<file path="config.mk">
export PLATFORM = sky130hd
export DESIGN_NAME = decode_issue_ctrl
export DESIGN_NICKNAME = d
export VERILOG_FILES = /design/src/rtl/decode_issue_ctrl.sv
export SDC_FILE = /design/constraint.sdc
export NUM_CORES = 1
export LEC_CHECK = 0
export BUFFER_PORTS_ARGS = -buffer_cell sky130_fd_sc_hd__buf_2
export CAP_MARGIN = 20
export CORE_MARGIN = 2
export CORE_UTILIZATION = 53
export CTS_BUF_LIST = sky130_fd_sc_hd__clkbuf_4
export DETAILED_ROUTE_END_ITERATION = 10
export PLACE_DENSITY = 0.83
export SLEW_MARGIN = 20
export SYNTH_ARGS = -nofsm -noshare
export SYNTH_HDL_FRONTEND = slang
export SYNTH_SLANG_ARGS = --single-unit
</file>
<file path="constraint.sdc">
create_clock -name clk -period 5.6 [get_ports clk]
set_input_delay 1.12 -clock clk [delete_from_list [all_inputs] [get_ports clk]]
set_output_delay 1.12 -clock clk [all_outputs]
set_load 0.03 [all_outputs]
</file>
<file path="src/rtl/decode_issue_ctrl.sv">
// rtl/decode_issue_ctrl.sv - holds one 4-lane fetch group, feeds decoders, drains into the issue queue
// Optional feature macro: DECODE_STALL_CNT_EN (adds the stall_cycles counter and port).
module decode_issue_ctrl #(
   parameter int LANES = 4,
   parameter int CNT_W = 3,
   parameter int REQ_W = 32
) (
   input  logic                          clk,
   input  logic                          rst_n,
   input  logic                          flush,
   input  logic                          in_valid,
   input  logic [CNT_W-1:0]              in_count,
   input  logic [LANES-1:0][REQ_W-1:0]   in_req,
   output logic                          in_ready,
   input  logic [CNT_W-1:0]              iq_size_left,
   output logic [LANES-1:0][REQ_W-1:0]   dec_req,
   output logic [CNT_W-1:0]              iq_push_num,
   output logic                          busy
`ifdef DECODE_STALL_CNT_EN
   ,
   output logic [31:0]                   stall_cycles
`endif
);

   localparam logic [CNT_W-1:0] MAX_LANES = CNT_W'(LANES);

   logic [LANES-1:0][REQ_W-1:0] lane_q, lane_d;
   logic [CNT_W-1:0]            cnt_q, cnt_d;
   logic [CNT_W-1:0]            room, ld, push;
   logic                        hold, accept;

   // EMPTY and HOLD are fully encoded by cnt_q, so the state register is the lane count
   assign hold   = (cnt_q != '0);
   assign room   = (iq_size_left > MAX_LANES) ? MAX_LANES : iq_size_left;
   assign ld     = (in_count > MAX_LANES) ? MAX_LANES : in_count;
   assign push   = (cnt_q < room) ? cnt_q : room;
   assign accept = in_valid && in_ready;

   always_ff @(posedge clk) begin
      if (!rst_n) begin
         cnt_q  <= '0;
         lane_q <= '0;
      end else begin
         cnt_q  <= cnt_d;
         lane_q <= lane_d;
      end
   end

   always_comb begin
      cnt_d  = cnt_q;
      lane_d = lane_q;
      if (flush) begin
         cnt_d = '0;
      end else if (accept) begin
         lane_d = in_req;
         cnt_d  = ld;
      end else if (hold) begin
         // compact survivors down to lane 0; vacated upper lanes keep their old contents
         for (int i = 0; i < LANES; i++) begin
            if ((i + int'(push)) < LANES)
               lane_d[i] = lane_q[2'(i) + push[1:0]];
         end
         cnt_d = cnt_q - push;
      end
   end

   always_comb begin
      busy        = hold;
      iq_push_num = push;
      dec_req     = lane_q;
      // combinational through iq_size_left so a new group loads as the last lanes drain
      in_ready    = rst_n && !flush && (!hold || (push == cnt_q));
   end

`ifdef DECODE_STALL_CNT_EN
   logic [31:0] stall_q;

   always_ff @(posedge clk) begin
      if (!rst_n)
         stall_q <= '0;
      else if (hold && (room == '0) && !flush && (stall_q != 32'hFFFF_FFFF))
         stall_q <= stall_q + 32'd1;
   end

   assign stall_cycles = stall_q;
`endif

endmodule

</file>
==> results of run 1 <==
[Yosys cell counts, types with 8 or more instances]
cell	count
nor3_1	23
and3_1	42
a21oi_1	175
mux2_2	16
dfxtp_1	131
a22oi_1	32
o221ai_1	21
a221oi_1	38
a221oi_2	16
a31oi_1	22
nand3_1	65
o21ai_1	8
buf_2	36
o21ai_0	131
mux2i_1	32
o211ai_1	24
clkbuf_1	74
nand2_1	154
nor2_1	36
[area by class of cell]
cell class              count  area share
diodes                      4    0.001002
clock buffers              17     0.01278
clock inverters            15     0.01666
inverters                   8    0.003257
multi-input cells         877      0.5284
flip-flops and latches    131      0.2626
well taps                 216     0.02706
repair buffers            287      0.1483
[stage by stage]
| step | instances | area [sq um] |
|---|---|---|
| finish | 1555 | 9988 |
| floorplan | 1137 | 8421 |
| detailed placement | 1519 | 9684 |
| CTS | 1551 | 9978 |
| global route | 1553 | 9983 |
| global placement | 1519 | 9678 |
[worst max-delay path, cell delays in order]
cell,delay (ps)
buf_2,130
nand2b_1,160
ha_1,330
a211oi_1,430
o21ai_4,100
inv_1,90
ha_1,220
and2_1,210
o211a_1,240
buf_2,180
[cells by family after synthesis]
logic type                 count (synthesis)  synth area share
muxes                                     53           0.06612
adders and majority gates                  7           0.01129
AOI/OAI and AO/OA                        483            0.3599
and+or+nand+nor                          333            0.1799
xor gates and xnor gates                   1          0.001040
buffers and inverters                    129           0.07028
DFF                                      131            0.3114
[sequential cells by signal (all words and copies together) (netlist names)]
signal   cells
dec_req    128
cnt_q        3
[per-layer routing]
metal | vias to the layer above | share of wire | GRT usage
li1 | 4632 | - | -
met1 | 4674 | 0.40 | 0.4273
met2 | 578 | 0.47 | 0.5467
met3 | 83 | 0.095 | 0.06027
met4 | 0 | 0.033 | 0.1499
met5 | - | 0 | 0
[final timing paths]
path | startpoint | to | cells past startpoint
max reg2reg | cnt_q[2] | dec_req[10] | 13
min reg2reg | dec_req[4] | dec_req[4] | 2
max | iq_size_left[2] | in_ready | 10
min | dec_req[4] | dec_req[4] | 2
[power groups by stage]
stage / clock network, W / registers (W) / logic (W)
5_1_grt: 0.000740 / 0.00105 / 0.000670
6_report: 0.000695 / 0.00105 / 0.000614
2_1_floorplan: 0 / 0.00115 / 0.000322
3_3_place_gp: 0 / 0.00106 / 0.000596
3_5_place_dp: 0 / 0.00107 / 0.000607
4_1_cts: 0.000697 / 0.00104 / 0.000609
==> results.cfg, run 1 <==
[synth]
syn_inst = 1137
syn-num-nets = 1282
ys_seq_area_frac = 0.3114
synth.cell_area_sq_um = 8421
synth_flop_cell = dfxtp_1
synthArstFlopShare = 0
syn_avg_cell_area_sq_um = 7.406
yosysTopAreaCell = dfxtp_1
netlist_top_cells_area = dfxtp_1 (31%), a21oi_1 (10%), o21ai_0 (7.8%), nand2_1 (6.9%), a221oi_1 (4.0%)
yosys.area.top_type_share = 0.3114
synth_edf_count = 0
synth.distinct_cells = 53
yosys_register_bits = 131
yosysWarnings = 0

[die]
io_pins = 271
die_area_sq_um = 16910
die_w_um = 130.0
start_util = 0.5359
core-area_sq_um = 15710
die_h_um = 130.0
row_count = 46

[global_route]
antenna_found_initial = 2
grt_pass1_vias = 8841
grt_max_degree = 99
grt_pass1_wl_um = 44970
gr-usage-all-layers = 0.3327
gr-total-overflow = 0

[sta]
period_needed_ps = 4329
drv_slew = 0
hold_ws_ps = 552.1
finalHoldViolCount = 0
setup_violations = 0
setup_tns_ps = 0
slew_headroom = 0.3329
worst_pin_slew_ps = 997.1
worst_slack_ps = 1271
fin_crit_sh = 0.7730
skew_ps = 16.77
fmax_mhz = 231.0
rsz0062_at_grt = false

[clock_tree]
cts_tree = built
ctsResizeCount = 0
clockBufferDepth = 2
clockRootBuffer = clkbuf_4
cts.htree.levels = 4
clk_latency_ps = 570
path_clk_slew_ps = 130
clock-sinks = 131
cts_setup_buffers = 0
cts_buffers = 17
postCtsHoldBufs = 0

[drt]
drtAntennaViolNets = 0
dr.pass1.iters = 6
vias = 9967
wl_um = 29050
routed_via_density = 6.410
wire_per_inst_um = 18.68
drt_iter0_drc = 1088
drc_errors = 0

[finish]
final_core_util = 0.6357
final_cell_mix = buf_2 (269), a21oi_1 (175), nand2_1 (153)
final_common_cell = buf_2
final-seq-area_sq_um = 2623
fillCellCount = 1462
synthToLayoutAreaGrowth_pct = 18.62
drive_above_1_share = 0.2719
final_nets = 1467
multiInputGateArea_sq_um = 5278

[power_and_ir_drop]
clock_power_share = 0.295
p_sw_frac = 0.3614
switching_power_w = 0.0008514
total_power_w = 0.002356
combPwrFrac = 0.261
power_density_nw_per_um2 = 235.9
seq_power_share = 0.444
peakVddDrop_uv = 153.6
leakagePower_nw = 4.111
p_int_w = 0.001505

[run]
drv_cap = 0

[placement]
place.port_buffers = 270
gp_congestion = 0.9045
place_hpwl_um = 18290
post-place-ws_ps = 741.5

[setup_path]
start_kind = input pin
crit_type = input pin to output port
ff2ff_setup_slack_ps = 1580
cp_max_fo = 7
crit_path_end_kind = output port
required_ps = 4480
crit_arrival_ps = 3210

[run_status]
status = finished clean

[hold_path]
hold_path.class = flip-flop to flip-flop
Note: power is estimated with default switching activity, not from simulation.
==> inputs of run 2 (changes only) <==
- clock period: 5.6 -> 3.99 ns (I/O delays scaled with it)
==> run 2 against run 1 <==
Register-to-register slack got worse by 950 ps. Sequential cell count unchanged. Worst hold slack got worse by 77 ps. Largest cell class unchanged. Highest routed layer unchanged. Critical endpoint unchanged.
==> results.cfg, run 2 (synthesis results as in run 1) <==
[run_status]
status = finished clean

[setup_path]
crit_arrival_ps = 2890
worstRegToRegCells = 12
crit_buf_inv = 3
cp_slowest_cell = a211oi_1
cp_slowest_stage_delay_ps = 430
timing.rr.end = dec_req[56]
crit_type = input pin to output port
cp_cell_sequence = buf_2, nand2b_1, ha_1, a211oi_1, o21ai_4, inv_1, ha_1, and2_1, o211a_1, buf_2
r2r-start = cnt_q[1]
startpoint = iq_size_left[2]
crit_family = compound AO/OA/AOI/OAI gates
cp_max_fo = 7
crit_path_end_kind = output port
ff2ff_setup_slack_ps = 630
start_kind = input pin
required_ps = 3190

[global_route]
antenna_found_initial = 2
gr-usage-all-layers = 0.3416
grt_max_degree = 92
grt_pass1_vias = 8853
grt_pass1_wl_um = 46070
gr-total-overflow = 0

[finish]
synthToLayoutAreaGrowth_pct = 21.04
final_core_util = 0.6487
final_cell_mix = buf_2 (269), a21oi_1 (175), nand2_1 (153)
drive_above_1_share = 0.2758
largest_reg_flops = 128
fin_cells = 1566
final_common_cell = buf_2
design_area_sq_um = 10190
final_nets = 1481

[drt]
drt_iter0_drc = 1047
drc_errors = 0
routed_via_density = 6.386
dr.pass1.iters = 6
wire_per_inst_um = 18.86
wl_um = 29530
vias = 10000
drtAntennaViolNets = 0

[clock_tree]
ctsResizeCount = 0
clockBufferDepth = 2
clockRootBuffer = clkbuf_4
clock-sinks = 131
cts_buffers = 17
cts_tree = built
cts.htree.levels = 4
postCtsHoldBufs = 0
clk_latency_ps = 560
cts_setup_buffers = 0
path_clk_slew_ps = 120

[placement]
place.port_buffers = 270
placed_area_sq_um = 9921
place_inst = 1533
gp_congestion = 0.9836
place_hpwl_um = 19270

[sta]
rsz0062_at_grt = false
slew_headroom = 0.3611
period_needed_ps = 3692
drv_slew = 0
finalHoldViolCount = 0
setup_violations = 0
hold_ws_ps = 474.8
worst_pin_slew_ps = 954.9
skew_ps = 17.55
fmax_mhz = 270.9
fin_crit_sh = 0.9253

[die]
io_pins = 271
die_area_sq_um = 16910
die_w_um = 130.0
core-area_sq_um = 15710
die_h_um = 130.0
start_util = 0.5359
row_count = 46

[hold_path]
hold_path.class = input pin to flip-flop
worstHoldPathCells = 3
holdPathEnd = dec_req[113]
worstHoldStart = in_req[113]

[power_and_ir_drop]
peakVddDrop_uv = 151.2
total_power_w = 0.003271
leakagePower_nw = 4.210
power_density_nw_per_um2 = 320.9

[run]
drv_cap = 0
## run 2: changes by cell type in the layout (fill, tap and decap cells not counted)
cell	change
a21o_2	+1
a21o_4	-1
buf_12	+11
buf_4	+3
clkbuf_4	+2
clkinv_1	+2
clkinv_2	-3
clkinv_4	-4
clkinvlp_4	-1
diode_2	+1
## run 2: report_power, final
| part | internal, W | switching [W] | total (W) |
|---|---|---|---|
| clock network | 0.000425 | 0.000485 | 0.000910 |
| logic | 0.000322 | 0.000566 | 0.000888 |
| registers | 0.00138 | 0.0000900 | 0.00147 |
## run 2: area by class of cell
class	instances	area, sq um
fill	1405	5520
clock inverter	9	116.4
timing repair buffer	301	1724
inverter	8	32.53
clock buffer	19	142.6
multi-input combinational	877	5271
sequential	131	2623
tap	216	270.3
antenna	5	12.51
## run 2: metal layers
layer / global-route usage / share of wire / wire, um
met5: 0 / 0 / 0
met4: 0.1157 / 0.024 / 695
met3: 0.07134 / 0.12 / 3465
met2: 0.5448 / 0.46 / 13530
met1: 0.4620 / 0.40 / 11840
## run 2: how the worst max path moves through the flow
| stage | end | slack (ps) | depth (start not counted) |
|---|---|---|---|
| 4_1_cts | in_ready | 270 | 8 |
| 3_3_place_gp | dec_req[50] | 120 | 14 |
| 5_1_grt | in_ready | 190 | 8 |
| 2_1_floorplan | dec_req[35] | -6 | 18 |
| 6_report | in_ready | 300 | 10 |
| 3_5_place_dp | dec_req[51] | 20 | 14 |
## run 2: worst register-to-register path, stage by stage, from the launching register on
cell,delay (ps)
dfxtp_1,520
ha_1,330
a211oi_1,430
o21ai_4,100
inv_1,80
ha_1,220
and2_1,210
o2111a_4,340
a221o_1,270
a21o_2,300
buf_4,240
o21ai_0,170
a21oi_1,50
## run 2: through the flow
stage               setup TNS, ps  setup WS [ps]
finish                          0          298.1
CTS                             0          270.0
floorplan                  -115.7         -5.786
global placement                0          121.0
global route                    0          189.2
detailed placement              0          20.11
